### src/rtl/seq_pattern_tx.sv
// Serial pattern transmitter: shifts a captured WIDTH-bit pattern out MSB-first, repeat_cnt+1 times,
// with GAP_CYCLES idle cycles between sends. Define SEQ_PATTERN_TX_PARITY_EN to append an even-parity bit per send.
module seq_pattern_tx #(
  parameter int WIDTH      = 8,
  parameter int GAP_CYCLES = 2,
  parameter int RPT_W      = 4
) (
  input  logic             clock,
  input  logic             reset,
  input  logic             start,
  input  logic [WIDTH-1:0] pattern,
  input  logic [RPT_W-1:0] repeat_cnt,
  output logic             d_out,
  output logic             d_valid,
  output logic             busy,
  output logic             done
);

  // state | meaning
  // IDLE  | waiting for start
  // SHIFT | a pattern (or parity) bit is on d_out
  // GAP   | idle gap between repetitions, busy held high
  // DONE  | one-cycle done pulse
  typedef enum logic [1:0] {IDLE, SHIFT, GAP, DONE} state_t;

  localparam int IW = $clog2(WIDTH);
  localparam int GW = (GAP_CYCLES > 1) ? $clog2(GAP_CYCLES) : 1;
  localparam logic [IW-1:0] IDX_TOP  = IW'(WIDTH - 1);
  localparam logic [GW-1:0] GAP_LOAD = (GAP_CYCLES > 0) ? GW'(GAP_CYCLES - 1) : '0;

  state_t           state, state_n;
  logic [WIDTH-1:0] shift_reg, shift_n;
  logic [WIDTH-1:0] pat_copy, pat_n;
  logic [RPT_W-1:0] rpt_left, rpt_n;
  logic [IW-1:0]    bit_idx, idx_n;
  logic [GW-1:0]    gap_cnt, gap_n;
  logic             d_out_n, d_valid_n, busy_n, done_n;
`ifdef SEQ_PATTERN_TX_PARITY_EN
  logic             par_phase, par_n;
`endif

  always_ff @(posedge clock) begin
    if (reset) begin
      state     <= IDLE;
      shift_reg <= '0;
      pat_copy  <= '0;
      rpt_left  <= '0;
      bit_idx   <= '0;
      gap_cnt   <= '0;
      d_out     <= 1'b0;
      d_valid   <= 1'b0;
      busy      <= 1'b0;
      done      <= 1'b0;
`ifdef SEQ_PATTERN_TX_PARITY_EN
      par_phase <= 1'b0;
`endif
    end else begin
      state     <= state_n;
      shift_reg <= shift_n;
      pat_copy  <= pat_n;
      rpt_left  <= rpt_n;
      bit_idx   <= idx_n;
      gap_cnt   <= gap_n;
      d_out     <= d_out_n;
      d_valid   <= d_valid_n;
      busy      <= busy_n;
      done      <= done_n;
`ifdef SEQ_PATTERN_TX_PARITY_EN
      par_phase <= par_n;
`endif
    end
  end

  // Outputs are computed one cycle ahead so the registered values describe the coming cycle.
  always_comb begin
    state_n   = state;
    shift_n   = shift_reg;
    pat_n     = pat_copy;
    rpt_n     = rpt_left;
    idx_n     = bit_idx;
    gap_n     = gap_cnt;
    d_out_n   = 1'b0;
    d_valid_n = 1'b0;
    busy_n    = 1'b0;
    done_n    = 1'b0;
`ifdef SEQ_PATTERN_TX_PARITY_EN
    par_n     = par_phase;
`endif
    case (state)
      IDLE: begin
        if (start) begin
          pat_n     = pattern;
          shift_n   = pattern;
          rpt_n     = repeat_cnt;
          idx_n     = IDX_TOP;
          d_out_n   = pattern[WIDTH-1];
          d_valid_n = 1'b1;
          busy_n    = 1'b1;
          state_n   = SHIFT;
        end
      end
      SHIFT: begin
        busy_n = 1'b1;
        if (bit_idx != '0) begin
          shift_n   = {shift_reg[WIDTH-2:0], 1'b0};
          idx_n     = bit_idx - 1'b1;
          d_out_n   = shift_reg[WIDTH-2];
          d_valid_n = 1'b1;
        end
`ifdef SEQ_PATTERN_TX_PARITY_EN
        else if (!par_phase) begin
          par_n     = 1'b1;
          d_out_n   = ^pat_copy;
          d_valid_n = 1'b1;
        end
`endif
        else begin
`ifdef SEQ_PATTERN_TX_PARITY_EN
          par_n = 1'b0;
`endif
          if (rpt_left != '0) begin
            rpt_n = rpt_left - 1'b1;
            if (GAP_CYCLES > 0) begin
              gap_n   = GAP_LOAD;
              state_n = GAP;
            end else begin
              shift_n   = pat_copy;
              idx_n     = IDX_TOP;
              d_out_n   = pat_copy[WIDTH-1];
              d_valid_n = 1'b1;
            end
          end else begin
            busy_n  = 1'b0;
            done_n  = 1'b1;
            state_n = DONE;
          end
        end
      end
      GAP: begin
        busy_n = 1'b1;
        if (gap_cnt != '0) begin
          gap_n = gap_cnt - 1'b1;
        end else begin
          shift_n   = pat_copy;
          idx_n     = IDX_TOP;
          d_out_n   = pat_copy[WIDTH-1];
          d_valid_n = 1'b1;
          state_n   = SHIFT;
        end
      end
      DONE: begin
        state_n = IDLE;
      end
      default: begin
        state_n = IDLE;
      end
    endcase
  end

endmodule

### config.mk
export PLATFORM = sky130hd
export DESIGN_NAME = seq_pattern_tx
export DESIGN_NICKNAME = d
export VERILOG_FILES = /design/src/rtl/seq_pattern_tx.sv
export SDC_FILE = /design/constraint.sdc
export NUM_CORES = 1
export LEC_CHECK = 0
export BUFFER_PORTS_ARGS = -buffer_cell sky130_fd_sc_hd__buf_4
export CAP_MARGIN = 20
export CORE_ASPECT_RATIO = 0.8
export CORE_UTILIZATION = 50
export CTS_CLUSTER_DIAMETER = 100
export DETAILED_ROUTE_END_ITERATION = 16
export PLACE_DENSITY_LB_ADDON = 0.12
export SLEW_MARGIN = 20
export SYNTH_ARGS = -nofsm -noshare
export SYNTH_HDL_FRONTEND = slang
export SYNTH_SLANG_ARGS = --single-unit
### constraint.sdc
create_clock -name clock -period 2.2 [get_ports clock]
set_clock_uncertainty 0.15 [all_clocks]
set_input_delay 0.44 -clock clock [delete_from_list [all_inputs] [get_ports clock]]
set_output_delay 0.44 -clock clock [all_outputs]
set_load 0.1 [all_outputs]
==> impl_table.tex, run 1 <==
\begin{tabular}{lr}
\hline
Metric & Value \\
\hline
\multicolumn{2}{l}{\textbf{Run status}} \\
\quad Outcome & finished clean \\
\multicolumn{2}{l}{\textbf{Die}} \\
\quad Die Span X & 63.5 µm \\
\quad Die footprint & 3250 µm² \\
\quad Initial standard-cell utilization of the core & 53.9\% \\
\quad Die H & 51.2 µm \\
\quad Std-Cell Core Area & 2810 µm² \\
\quad I/O pin count & 19 \\
\quad Core Rows & 17 \\
\multicolumn{2}{l}{\textbf{Route}} \\
\quad Post-route DRC violation count & 0 \\
\quad ANT nets after route & 0 \\
\quad Routed vias & 1,380 \\
\quad Per-cell routed wire length & 15.7 µm \\
\quad Post-detailed-route via-to-cell ratio & 5.87 \\
\quad Count of TritonRoute iterations in the first routing pass & 4 \\
\quad Number of violations reported at the end of detailed-routing iteration 0 & 119 \\
\quad Routed wire length & 3690 µm \\
\multicolumn{2}{l}{\textbf{Power and ir drop}} \\
\quad Net switching power of the design & 1.36 mW \\
\quad Internal power & 1.67 mW \\
\quad Overall power consumption & 3.02 mW \\
\quad Fraction of power consumed by sequential logic & 28.6\% \\
\quad Power Density & 1690 nW/µm² \\
\quad Switching power share of the total & 44.9\% \\
\quad Leak pwr & 0.686 nW \\
\quad Highest ir drop seen on vdd & 0.00118 V \\
\quad Proportion of power drawn by combinational gates & 52.6\% \\
\quad Share of power burned in the clock network & 18.7\% \\
\multicolumn{2}{l}{\textbf{Yosys}} \\
\quad Compound-cell area share of the yosys netlist & 29.3\% \\
\quad Most instantiated flip-flop cell in the synthesis netlist & sky130\_fd\_sc\_hd\_\_dfxtp\_1 \\
\quad Library cell occupying the most area in the post-synthesis netlist & sky130\_fd\_sc\_hd\_\_dfxtp\_1 \\
\quad Synthesis Warnings & 0 \\
\quad Proportion of register bits with asynchronous set or reset after synthesis & 0\% \\
\quad Yosys reg bits & 29 \\
\quad Unique cell type count in the Yosys netlist & 42 \\
\quad Per-instance average area after synthesis & 8.51 µm² \\
\quad Net count after synthesis & 201 \\
\quad Top cells by instance count after synthesis & 29 x sky130\_fd\_sc\_hd\_\_dfxtp\_1, 27 x sky130\_fd\_sc\_hd\_\_nand2\_1, 24 x sky130\_fd\_sc\_hd\_\_a21oi\_1, 9 x sky130\_fd\_sc\_hd\_\_inv\_1, 8 x sky130\_fd\_sc\_hd\_\_ha\_1 \\
\quad Portion of netlist area occupied by mux cells & 0.909\% \\
\quad Fraction of post-synthesis cell area in the top cell type by area & 38.3\% \\
\quad Most frequently used cell type in the post-synthesis netlist & sky130\_fd\_sc\_hd\_\_dfxtp\_1 \\
\quad Share of synthesized area occupied by flip-flops and latches & 38.3\% \\
\quad Basic-gate share of the synthesized area counting and, or, nand and nor cells & 19.1\% \\
\quad Post-synth EDFFs & 0 \\
\quad Combined area of all synthesized cells & 1510 µm² \\
\quad Gate Count Post-Synth & 178 \\
\quad Main combinational cell family by area after synthesis & compound AO/OA/AOI/OAI gates \\
\quad Leading cell types by total area after synthesis & sky130\_fd\_sc\_hd\_\_dfxtp\_1 38\%, sky130\_fd\_sc\_hd\_\_a21oi\_1 7.9\%, sky130\_fd\_sc\_hd\_\_nand2\_1 6.7\% \\
\quad Post-synthesis adder-cell area fraction & 6.61\% \\
\quad Xor and xnor area share after synthesis & 0\% \\
\multicolumn{2}{l}{\textbf{Hold path}} \\
\quad Worst min-delay path class & in -> reg \\
\multicolumn{2}{l}{\textbf{Place}} \\
\quad GP Congestion & 0.914 \\
\quad Dpl cells & 227 \\
\quad Placed cell areas & 1670 µm² \\
\quad Total half-perimeter wirelength after legalization and detailed placement & 2490 µm \\
\quad IO Port Bufs & 18 \\
\multicolumn{2}{l}{\textbf{Timing}} \\
\quad RSZ-0062 raised after global routing & false \\
\quad Max-slew violation count & 0 \\
\quad Setup tns final & 0 ps \\
\quad Number of hold-slack violations in the final timing report & 0 \\
\quad Final setup violation count & 0 \\
\quad Period utilisation layout & 95.5\% \\
\quad Achievable frequency & 0.476 GHz \\
\quad Slew HR & 69.4\% \\
\quad Post-layout minimum cycle time & 2100 ps \\
\quad Actual slew at the worst max-slew pin & 459 ps \\
\multicolumn{2}{l}{\textbf{Clock tree}} \\
\quad Worst-path clk slew & 70 ps \\
\quad H-tree levels & 2 \\
\quad Number of hold buffers added after CTS & 0 \\
\quad Buffer levels on the longest clock path & 2 \\
\quad Clock sink count & 29 \\
\quad Setup fix buffers added after clock tree synthesis & 0 \\
\quad Clock tree root buffer cell & sky130\_fd\_sc\_hd\_\_clkbuf\_8 \\
\quad Inserted Clock Buffers & 5 \\
\quad Resized Gates After CTS & 0 \\
\quad CTS tree & yes \\
\quad Worst-skew pair later-pin latency & 280 ps \\
\multicolumn{2}{l}{\textbf{Critical path}} \\
\quad Nature of the critical path startpoint & register \\
\quad Top fanout value on the critical path & 9 \\
\quad Critical path class & reg -> reg \\
\quad Worst endpoint data arrival time & 2130 ps \\
\quad Endpoint type of the worst setup path & register \\
\quad Required time at the endpoint of the critical path & 2230 ps \\
\multicolumn{2}{l}{\textbf{Global route}} \\
\quad Via count of the first global-routing pass & 1,230 \\
\quad Wire length of the first global-routing pass & 5870 µm \\
\quad Aggregate global routing overflow & 0 \\
\quad Initial antenna violation count & 0 \\
\quad Pin count of the biggest net entering global routing & 30 \\
\quad Total Routing Usage GR & 23.9\% \\
\multicolumn{2}{l}{\textbf{Finish}} \\
\quad Fillcell total & 251 \\
\quad Post-route core utilization & 63.6\% \\
\quad Max FFs per register & 8 \\
\quad Area of the multi-input gates & 846 µm² \\
\quad Fraction of layout instances using a drive strength above 1 & 19.3\% \\
\quad Diodes inserted & 0 \\
\quad Final net count & 219 \\
\quad Cell area after layout & 1790 µm² \\
\quad Sequential cell area & 581 µm² \\
\quad Cell Count, Final, Fillers Out & 235 \\
\quad Area growth from synthesis to layout & 17.9\% \\
\multicolumn{2}{l}{\textbf{Run}} \\
\quad Max-cap violations & 0 \\
\hline
\end{tabular}
-- kinds of logic after synthesis --
kind of cell	Yosys count
compound gates	64
simple gates	56
flops	29
buf+inv	20
fa+ha+maj	8
mux	1
-- power by group through the flow --
stage	Clock [mW]	Sequential [mW]	Combinational, mW
after detailed placement	0	0.865	1.56
after global routing	0.597	0.881	1.72
final	0.566	0.866	1.59
after global placement	0	0.852	1.51
after CTS	0.577	0.858	1.58
after floorplan	0	0.996	1.11
-- worst paths after layout --
check                   start           to  slack (ps)  cells past startpoint
setup / recovery     state[1]  rpt_left[0]         100                      6
hold / removal     pattern[5]  pat_copy[5]         270                      3
setup reg to reg     state[1]  rpt_left[0]         100                      6
hold reg to reg   pat_copy[1]  pat_copy[1]         310                      2
-- final cells by class --
| cell class | count | area share (%) |
|---|---|---|
| Timing Repair Buffer | 21 | 8.83 |
| Inverter | 10 | 2.10 |
| Clock buffer | 7 | 4.84 |
| Clock inverter | 1 | 1.68 |
| Multi-Input combinational cell | 129 | 47.4 |
| Sequential cell | 29 | 32.5 |
| Tap cell | 38 | 2.66 |
-- metal layers --
| layer | GRT usage [%] | vias to the layer above | wire length (µm) |
|---|---|---|---|
| li1 | - | 682 | - |
| met1 | 31.6 | 640 | 1690 |
| met2 | 37.1 | 50 | 1650 |
| met3 | 7.81 | 8 | 299 |
| met4 | 6.82 | 0 | 42 |
| met5 | 0 | - | 0 |
-- cell usage in the layout, fill, tap and decap left out, drive strengths merged, types with 2 or more instances in the layout --
| cell type | synthesis | layout |
|---|---|---|
| a211oi | 4 | 4 |
| a21oi | 24 | 24 |
| a22oi | 7 | 7 |
| a311oi | 3 | 3 |
| and2 | 2 | 2 |
| buf | 4 | 21 |
| clkbuf | 6 | 7 |
| dfxtp | 29 | 29 |
| ha | 8 | 8 |
| inv | 10 | 10 |
| nand2 | 27 | 27 |
| nand2b | 4 | 4 |
| nor2 | 7 | 7 |
| nor2b | 3 | 3 |
| nor3 | 4 | 4 |
| nor4 | 2 | 2 |
| o2111ai | 7 | 7 |
| o21ai | 10 | 10 |
| o31ai | 3 | 3 |
| or3 | 2 | 2 |
-- worst max-delay path, stage by stage (launching register included) --
cell and delay (ps):
sky130_fd_sc_hd__dfxtp_1 390, sky130_fd_sc_hd__inv_1 80, sky130_fd_sc_hd__ha_1 310, sky130_fd_sc_hd__nor4bb_4 230
sky130_fd_sc_hd__a211oi_4 410, sky130_fd_sc_hd__o21ai_2 120, sky130_fd_sc_hd__a221oi_2 310
-- metrics by stage --
stage | hold slack (ps) | setup WS, ps
CTS | 264 | 124
global route | 268 | 11.1
global placement | 295 | 263
floorplan | 286 | 385
detailed placement | 300 | 145
finish | 269 | 98.7
No activity file was read; power rests on OpenSTA's default activity.
==> run 2: changes to the inputs <==
--- a/config.mk
+++ b/config.mk
@@ -7,8 +7,10 @@
 export LEC_CHECK = 0
 export BUFFER_PORTS_ARGS = -buffer_cell sky130_fd_sc_hd__buf_4
 export CAP_MARGIN = 20
+export CELL_PAD_IN_SITES_DETAIL_PLACEMENT = 1
+export CELL_PAD_IN_SITES_GLOBAL_PLACEMENT = 2
 export CORE_ASPECT_RATIO = 0.8
-export CORE_UTILIZATION = 50
+export CORE_UTILIZATION = 34
 export CTS_CLUSTER_DIAMETER = 100
 export DETAILED_ROUTE_END_ITERATION = 16
 export PLACE_DENSITY_LB_ADDON = 0.12
==> run 2 against run 1 <==
Effect of this change: maximum frequency up 3.9%; register-to-register slack better by 80 ps; core utilization down 22 points; sequential share of layout area up 0.11 points; sequential cell count unchanged; sequential power about the same; final cell count up 8.1%; clock power down 23%; power down 4.1%; critical path depth unchanged.
==> impl_table.tex, run 2 (synthesis gave the netlist of run 1 again) <==
\begin{tabular}{lr}
\hline
Metric & Value \\
\hline
\multicolumn{2}{l}{\textbf{Global route}} \\
\quad Pin count of the biggest net entering global routing & 30 \\
\quad Total Routing Usage GR & 18.8\% \\
\quad Wire length of the first global-routing pass & 6740 µm \\
\quad Via count of the first global-routing pass & 1,352 \\
\quad Initial antenna violation count & 0 \\
\quad Global routing's busiest layer & met2 \\
\quad GRT met2 Usage & 29.9\% \\
\quad Aggregate global routing overflow & 0 \\
\quad GRT met1 Usage & 25.6\% \\
\quad Met3 Usage GRT & 4.89\% \\
\multicolumn{2}{l}{\textbf{Finish}} \\
\quad Cell Count, Final, Fillers Out & 254 \\
\quad Area of the multi-input gates & 846 µm² \\
\quad Sequential cell area & 581 µm² \\
\quad Final net count & 219 \\
\quad Area growth from synthesis to layout & 17.5\% \\
\quad Fillcell total & 523 \\
\quad Most frequent standard cell in the layout excluding fill and tap cells & sky130\_fd\_sc\_hd\_\_dfxtp\_1 \\
\quad Fraction of layout instances using a drive strength above 1 & 19.8\% \\
\quad Max FFs per register & 8 \\
\quad Diodes inserted & 0 \\
\quad Most used cells in the layout excluding fill and tap cells & 29 x sky130\_fd\_sc\_hd\_\_dfxtp\_1, 27 x sky130\_fd\_sc\_hd\_\_nand2\_1, 24 x sky130\_fd\_sc\_hd\_\_a21oi\_1 \\
\multicolumn{2}{l}{\textbf{Run status}} \\
\quad Outcome & finished clean \\
\multicolumn{2}{l}{\textbf{Critical path}} \\
\quad Ordered list of cells on the worst path & inv\_1, ha\_1, nor4bb\_4, a211oi\_4, o21ai\_2, a221oi\_2 \\
\quad Worst endpoint data arrival time & 2070 ps \\
\quad Max stage delay cell, worst path & sky130\_fd\_sc\_hd\_\_dfxtp\_1 \\
\quad Required time at the endpoint of the critical path & 2240 ps \\
\quad Nature of the critical path startpoint & register \\
\quad Top fanout value on the critical path & 8 \\
\quad Slowest stage delay, CP & 400 ps \\
\quad Critical path class & reg -> reg \\
\quad Crit path buffers/inverters & 1 \\
\quad CP delay by family, top & compound AO/OA/AOI/OAI gates \\
\quad Endpoint type of the worst setup path & register \\
\multicolumn{2}{l}{\textbf{Clock tree}} \\
\quad Worst-skew pair later-pin latency & 280 ps \\
\quad Clock tree root buffer cell & sky130\_fd\_sc\_hd\_\_clkbuf\_8 \\
\quad CTS tree & yes \\
\quad Clock sink count & 29 \\
\quad Worst-path clk slew & 70 ps \\
\quad Setup fix buffers added after clock tree synthesis & 0 \\
\quad Resized Gates After CTS & 0 \\
\quad Inserted Clock Buffers & 5 \\
\quad H-tree levels & 2 \\
\quad Number of hold buffers added after CTS & 0 \\
\quad Buffer levels on the longest clock path & 2 \\
\multicolumn{2}{l}{\textbf{Power and ir drop}} \\
\quad Switching power share of the total & 47.7\% \\
\quad Net switching power of the design & 1.38 mW \\
\quad Internal power & 1.52 mW \\
\quad Leak pwr & 0.672 nW \\
\quad Share of power burned in the clock network & 15.0\% \\
\quad Power Density & 1630 nW/µm² \\
\quad Proportion of power drawn by combinational gates & 55.2\% \\
\quad Highest ir drop seen on vdd & 0.000616 V \\
\quad Fraction of power consumed by sequential logic & 29.9\% \\
\multicolumn{2}{l}{\textbf{Place}} \\
\quad Post-place setup slack & 191 ps \\
\quad GP Congestion & 0.771 \\
\quad Total half-perimeter wirelength after legalization and detailed placement & 3010 µm \\
\quad Dpl cells & 246 \\
\quad IO Port Bufs & 18 \\
\multicolumn{2}{l}{\textbf{Die}} \\
\quad Std-Cell Core Area & 4230 µm² \\
\quad Die H & 61.7 µm \\
\quad Die footprint & 4730 µm² \\
\quad Initial standard-cell utilization of the core & 35.8\% \\
\quad Die Span X & 76.6 µm \\
\quad I/O pin count & 19 \\
\quad Core Rows & 21 \\
\multicolumn{2}{l}{\textbf{Route}} \\
\quad Per-cell routed wire length & 16.3 µm \\
\quad Routed wire length & 4130 µm \\
\quad Routed vias & 1,373 \\
\quad Post-route DRC violation count & 0 \\
\quad ANT nets after route & 0 \\
\quad Post-detailed-route via-to-cell ratio & 5.41 \\
\quad Number of violations reported at the end of detailed-routing iteration 0 & 113 \\
\quad Count of TritonRoute iterations in the first routing pass & 4 \\
\multicolumn{2}{l}{\textbf{Timing}} \\
\quad Max-slew violation count & 0 \\
\quad Setup tns final & 0 ps \\
\quad Number of hold-slack violations in the final timing report & 0 \\
\quad Actual slew at the worst max-slew pin & 474 ps \\
\quad Setup ws final & 177 ps \\
\quad Period utilisation layout & 92.0\% \\
\quad Achievable frequency & 0.494 GHz \\
\quad Post-layout minimum cycle time & 2020 ps \\
\quad Final setup violation count & 0 \\
\quad Slew HR & 68.4\% \\
\quad RSZ-0062 raised after global routing & false \\
\multicolumn{2}{l}{\textbf{Hold path}} \\
\quad Worst min-delay path class & in -> reg \\
\multicolumn{2}{l}{\textbf{Run}} \\
\quad Max-cap violations & 0 \\
\hline
\end{tabular}
run 2: cell count changes in the layout (fill, tap and decap cells not counted):
cell / change
sky130_fd_sc_hd__clkinv_2: +2
sky130_fd_sc_hd__clkinvlp_4: +1
sky130_fd_sc_hd__clkbuf_8: -1
sky130_fd_sc_hd__clkbuf_1: -1
sky130_fd_sc_hd__bufinv_16: -1
run 2: per-stage QoR:
step	total power, mW	hold slack (ps)	instance area [µm²]	util, %
after floorplan	2.11	286	1510	-
after global placement	2.42	295	1690	40.0
after CTS	2.91	266	1780	42.1
final	2.90	265	1780	42.1
after global routing	3.13	260	1780	42.1
after detailed placement	2.47	308	1690	40.0
run 2: area by class of cell:
cell class              instances  area share (%)
clock inverters                 3           0.985
repair buffers                 21            8.86
inverters                      10            2.11
well taps                      57            4.01
flip-flops and latches         29            32.6
multi-input cells             129            47.5
clock buffers                   5            3.87
run 2: final timing paths:
| check | endpoint | depth (start not counted) | slack (ps) | from |
|---|---|---|---|---|
| worst max-delay path | rpt_left[0] | 6 | 180 | state[1] |
| worst min-delay path | pat_copy[0] | 3 | 270 | pattern[0] |
| worst max register to register | rpt_left[0] | 6 | 180 | state[1] |
| worst min register to register | pat_copy[0] | 2 | 310 | pat_copy[0] |
run 2: per-layer routing:
metal | share of wire (%) | wire [µm] | vias up
li1 | - | - | 680
met1 | 52 | 2130 | 664
met2 | 43 | 1780 | 25
met3 | 4.7 | 193 | 4
met4 | 0.73 | 30 | 0
met5 | 0 | 0 | -
run 2: worst min-delay path, cell delays in order:
cell,delay [ps]
sky130_fd_sc_hd__buf_4,110
sky130_fd_sc_hd__nand2_1,40
sky130_fd_sc_hd__a21oi_1,50
run 2: power by group through the flow:
stage / combinational [mW] / clock (mW) / sequential (mW)
detailed placement: 1.59 / 0 / 0.878
CTS: 1.60 / 0.447 / 0.867
finish: 1.60 / 0.434 / 0.866
floorplan: 1.11 / 0 / 0.996
global placement: 1.56 / 0 / 0.862
global route: 1.76 / 0.480 / 0.893
==> run 3: changes to the inputs <==
--- a/config.mk
+++ b/config.mk
@@ -9,7 +9,6 @@
 export CAP_MARGIN = 20
 export CELL_PAD_IN_SITES_DETAIL_PLACEMENT = 1
 export CELL_PAD_IN_SITES_GLOBAL_PLACEMENT = 2
-export CORE_ASPECT_RATIO = 0.8
 export CORE_UTILIZATION = 34
 export CTS_CLUSTER_DIAMETER = 100
 export DETAILED_ROUTE_END_ITERATION = 16
==> run 3 against run 2 <==
Effect of this change: worst hold slack got worse by 6.2 ps; maximum frequency decreased by 1.0%; non-clock buffer count unchanged; final cell count decreased by 3.1%; combinational power about the same.
==> impl_table.tex, run 3 (synthesis gave the netlist of run 1 again) <==
\begin{tabular}{lr}
\hline
Metric & Value \\
\hline
\multicolumn{2}{l}{\textbf{Global route}} \\
\quad Pin count of the biggest net entering global routing & 30 \\
\quad Wire length of the first global-routing pass & 6590 µm \\
\quad Initial antenna violation count & 0 \\
\quad Total Routing Usage GR & 19.7\% \\
\quad Via count of the first global-routing pass & 1,398 \\
\quad Aggregate global routing overflow & 0 \\
\multicolumn{2}{l}{\textbf{Clock tree}} \\
\quad H-tree levels & 2 \\
\quad Worst-path clk slew & 60 ps \\
\quad Setup fix buffers added after clock tree synthesis & 0 \\
\quad Clock sink count & 29 \\
\quad Worst-skew pair later-pin latency & 280 ps \\
\quad Clock tree root buffer cell & sky130\_fd\_sc\_hd\_\_clkbuf\_8 \\
\quad Inserted Clock Buffers & 5 \\
\quad Number of hold buffers added after CTS & 0 \\
\quad Buffer levels on the longest clock path & 2 \\
\quad Resized Gates After CTS & 0 \\
\quad CTS tree & yes \\
\multicolumn{2}{l}{\textbf{Route}} \\
\quad Routed vias & 1,375 \\
\quad ANT nets after route & 0 \\
\quad Count of TritonRoute iterations in the first routing pass & 4 \\
\quad Number of violations reported at the end of detailed-routing iteration 0 & 71 \\
\quad Post-route DRC violation count & 0 \\
\quad Post-detailed-route via-to-cell ratio & 5.59 \\
\quad Routed wire length & 4030 µm \\
\quad Per-cell routed wire length & 16.4 µm \\
\multicolumn{2}{l}{\textbf{Finish}} \\
\quad Most used cells in the layout excluding fill and tap cells & 29 x sky130\_fd\_sc\_hd\_\_dfxtp\_1, 27 x sky130\_fd\_sc\_hd\_\_nand2\_1, 24 x sky130\_fd\_sc\_hd\_\_a21oi\_1 \\
\quad Most frequent standard cell in the layout excluding fill and tap cells & sky130\_fd\_sc\_hd\_\_dfxtp\_1 \\
\quad Area growth from synthesis to layout & 16.9\% \\
\quad Final net count & 219 \\
\quad Diodes inserted & 0 \\
\quad Fillcell total & 512 \\
\quad Max FFs per register & 8 \\
\quad Fraction of layout instances using a drive strength above 1 & 18.9\% \\
\multicolumn{2}{l}{\textbf{Power and ir drop}} \\
\quad Power Density & 1640 nW/µm² \\
\quad Highest ir drop seen on vdd & 0.000498 V \\
\quad Leak pwr & 0.672 nW \\
\multicolumn{2}{l}{\textbf{Timing}} \\
\quad Period utilisation layout & 92.9\% \\
\quad RSZ-0062 raised after global routing & false \\
\quad Post-layout minimum cycle time & 2040 ps \\
\quad Max-slew violation count & 0 \\
\quad Final setup violation count & 0 \\
\quad Number of hold-slack violations in the final timing report & 0 \\
\quad Setup tns final & 0 ps \\
\quad Slew HR & 66.1\% \\
\quad Hold slack & 259 ps \\
\quad Actual slew at the worst max-slew pin & 508 ps \\
\quad Achievable frequency & 0.489 GHz \\
\quad Setup ws final & 156 ps \\
\multicolumn{2}{l}{\textbf{Critical path}} \\
\quad Top fanout value on the critical path & 11 \\
\quad Worst endpoint data arrival time & 2040 ps \\
\quad Slowest stage delay, CP & 450 ps \\
\quad Max stage delay cell, worst path & sky130\_fd\_sc\_hd\_\_or3\_1 \\
\quad Nature of the critical path startpoint & register \\
\quad Ordered list of cells on the worst path & inv\_1, ha\_1, or3\_1, and3\_4, a21oi\_1, a311oi\_2 \\
\quad Critical path class & reg -> reg \\
\quad Required time at the endpoint of the critical path & 2190 ps \\
\quad Endpoint type of the worst setup path & register \\
\multicolumn{2}{l}{\textbf{Die}} \\
\quad Die footprint & 4720 µm² \\
\quad Core Rows & 23 \\
\quad Die Span X & 68.7 µm \\
\quad Std-Cell Core Area & 4140 µm² \\
\quad Die H & 68.7 µm \\
\quad I/O pin count & 19 \\
\quad Initial standard-cell utilization of the core & 36.5\% \\
\multicolumn{2}{l}{\textbf{Hold path}} \\
\quad Worst min-delay path class & in -> reg \\
\multicolumn{2}{l}{\textbf{Place}} \\
\quad Post-place setup slack & 183 ps \\
\quad GP Congestion & 0.751 \\
\quad IO Port Bufs & 18 \\
\quad Total half-perimeter wirelength after legalization and detailed placement & 2850 µm \\
\multicolumn{2}{l}{\textbf{Run status}} \\
\quad Outcome & finished clean \\
\multicolumn{2}{l}{\textbf{Run}} \\
\quad Max-cap violations & 0 \\
\hline
\end{tabular}
[run 3: cell count changes in the layout (fill, tap and decap cells not counted), sizes merged]
cell      previous run  this run
clkbuf               5         7
clkinv               2         0
clkinvlp             1         0
[run 3: final timing paths]
| check | start | endpoint | slack, ps | depth (start not counted) |
|---|---|---|---|---|
| setup / recovery | state[1] | shift_reg[0] | 160 | 6 |
| hold / removal | pattern[0] | pat_copy[0] | 260 | 3 |
| setup reg to reg | state[1] | shift_reg[0] | 160 | 6 |
| hold reg to reg | pat_copy[1] | pat_copy[1] | 300 | 2 |
[run 3: cell type report]
class / count / area (µm²) / area share [%]
multi-input cells: 129 / 846 / 47.8
flip-flops and latches: 29 / 581 / 32.8
repair buffers: 21 / 158 / 8.90
clock buffers: 7 / 86.3 / 4.88
well taps: 50 / 62.6 / 3.53
inverters: 10 / 37.5 / 2.12
[run 3: per-stage QoR]
| step | instances | util, % | area (µm²) | power (mW) |
|---|---|---|---|---|
| after global routing | 246 | 42.7 | 1770 | 3.15 |
| after floorplan | 178 | - | 1510 | 2.11 |
| final | 246 | 42.7 | 1770 | 2.91 |
| after detailed placement | 239 | 40.6 | 1680 | 2.48 |
| after global placement | 239 | 40.6 | 1680 | 2.43 |
| after CTS | 246 | 42.7 | 1770 | 2.95 |
[run 3: layer usage]
layer	vias up	routed length, µm	GRT usage (%)	share of wire [%]
met4	0	89	8.42	2.2
li1	678	-	-	-
met3	9	168	5.59	4.2
met2	30	2070	36.0	51
met1	658	1700	21.0	42
met5	-	0	0	0
[run 3: critical path: cells and delay by family, from the launching register on]
family / cells / cell delay [ps]
AOI/OAI and AO/OA: 2 / 240
adders and majority gates: 1 / 290
buffers and inverters: 1 / 100
DFF: 1 / 410
and+or+nand+nor: 2 / 710
[run 3: power breakdown]
group	internal, mW	leakage [nW]	total [mW]	switching, mW
Sequential	0.723	0.239	0.861	0.138
Clock	0.248	0.0443	0.450	0.203
Combinational	0.577	0.389	1.59	1.02
Total	1.55	0.672	2.91	1.36
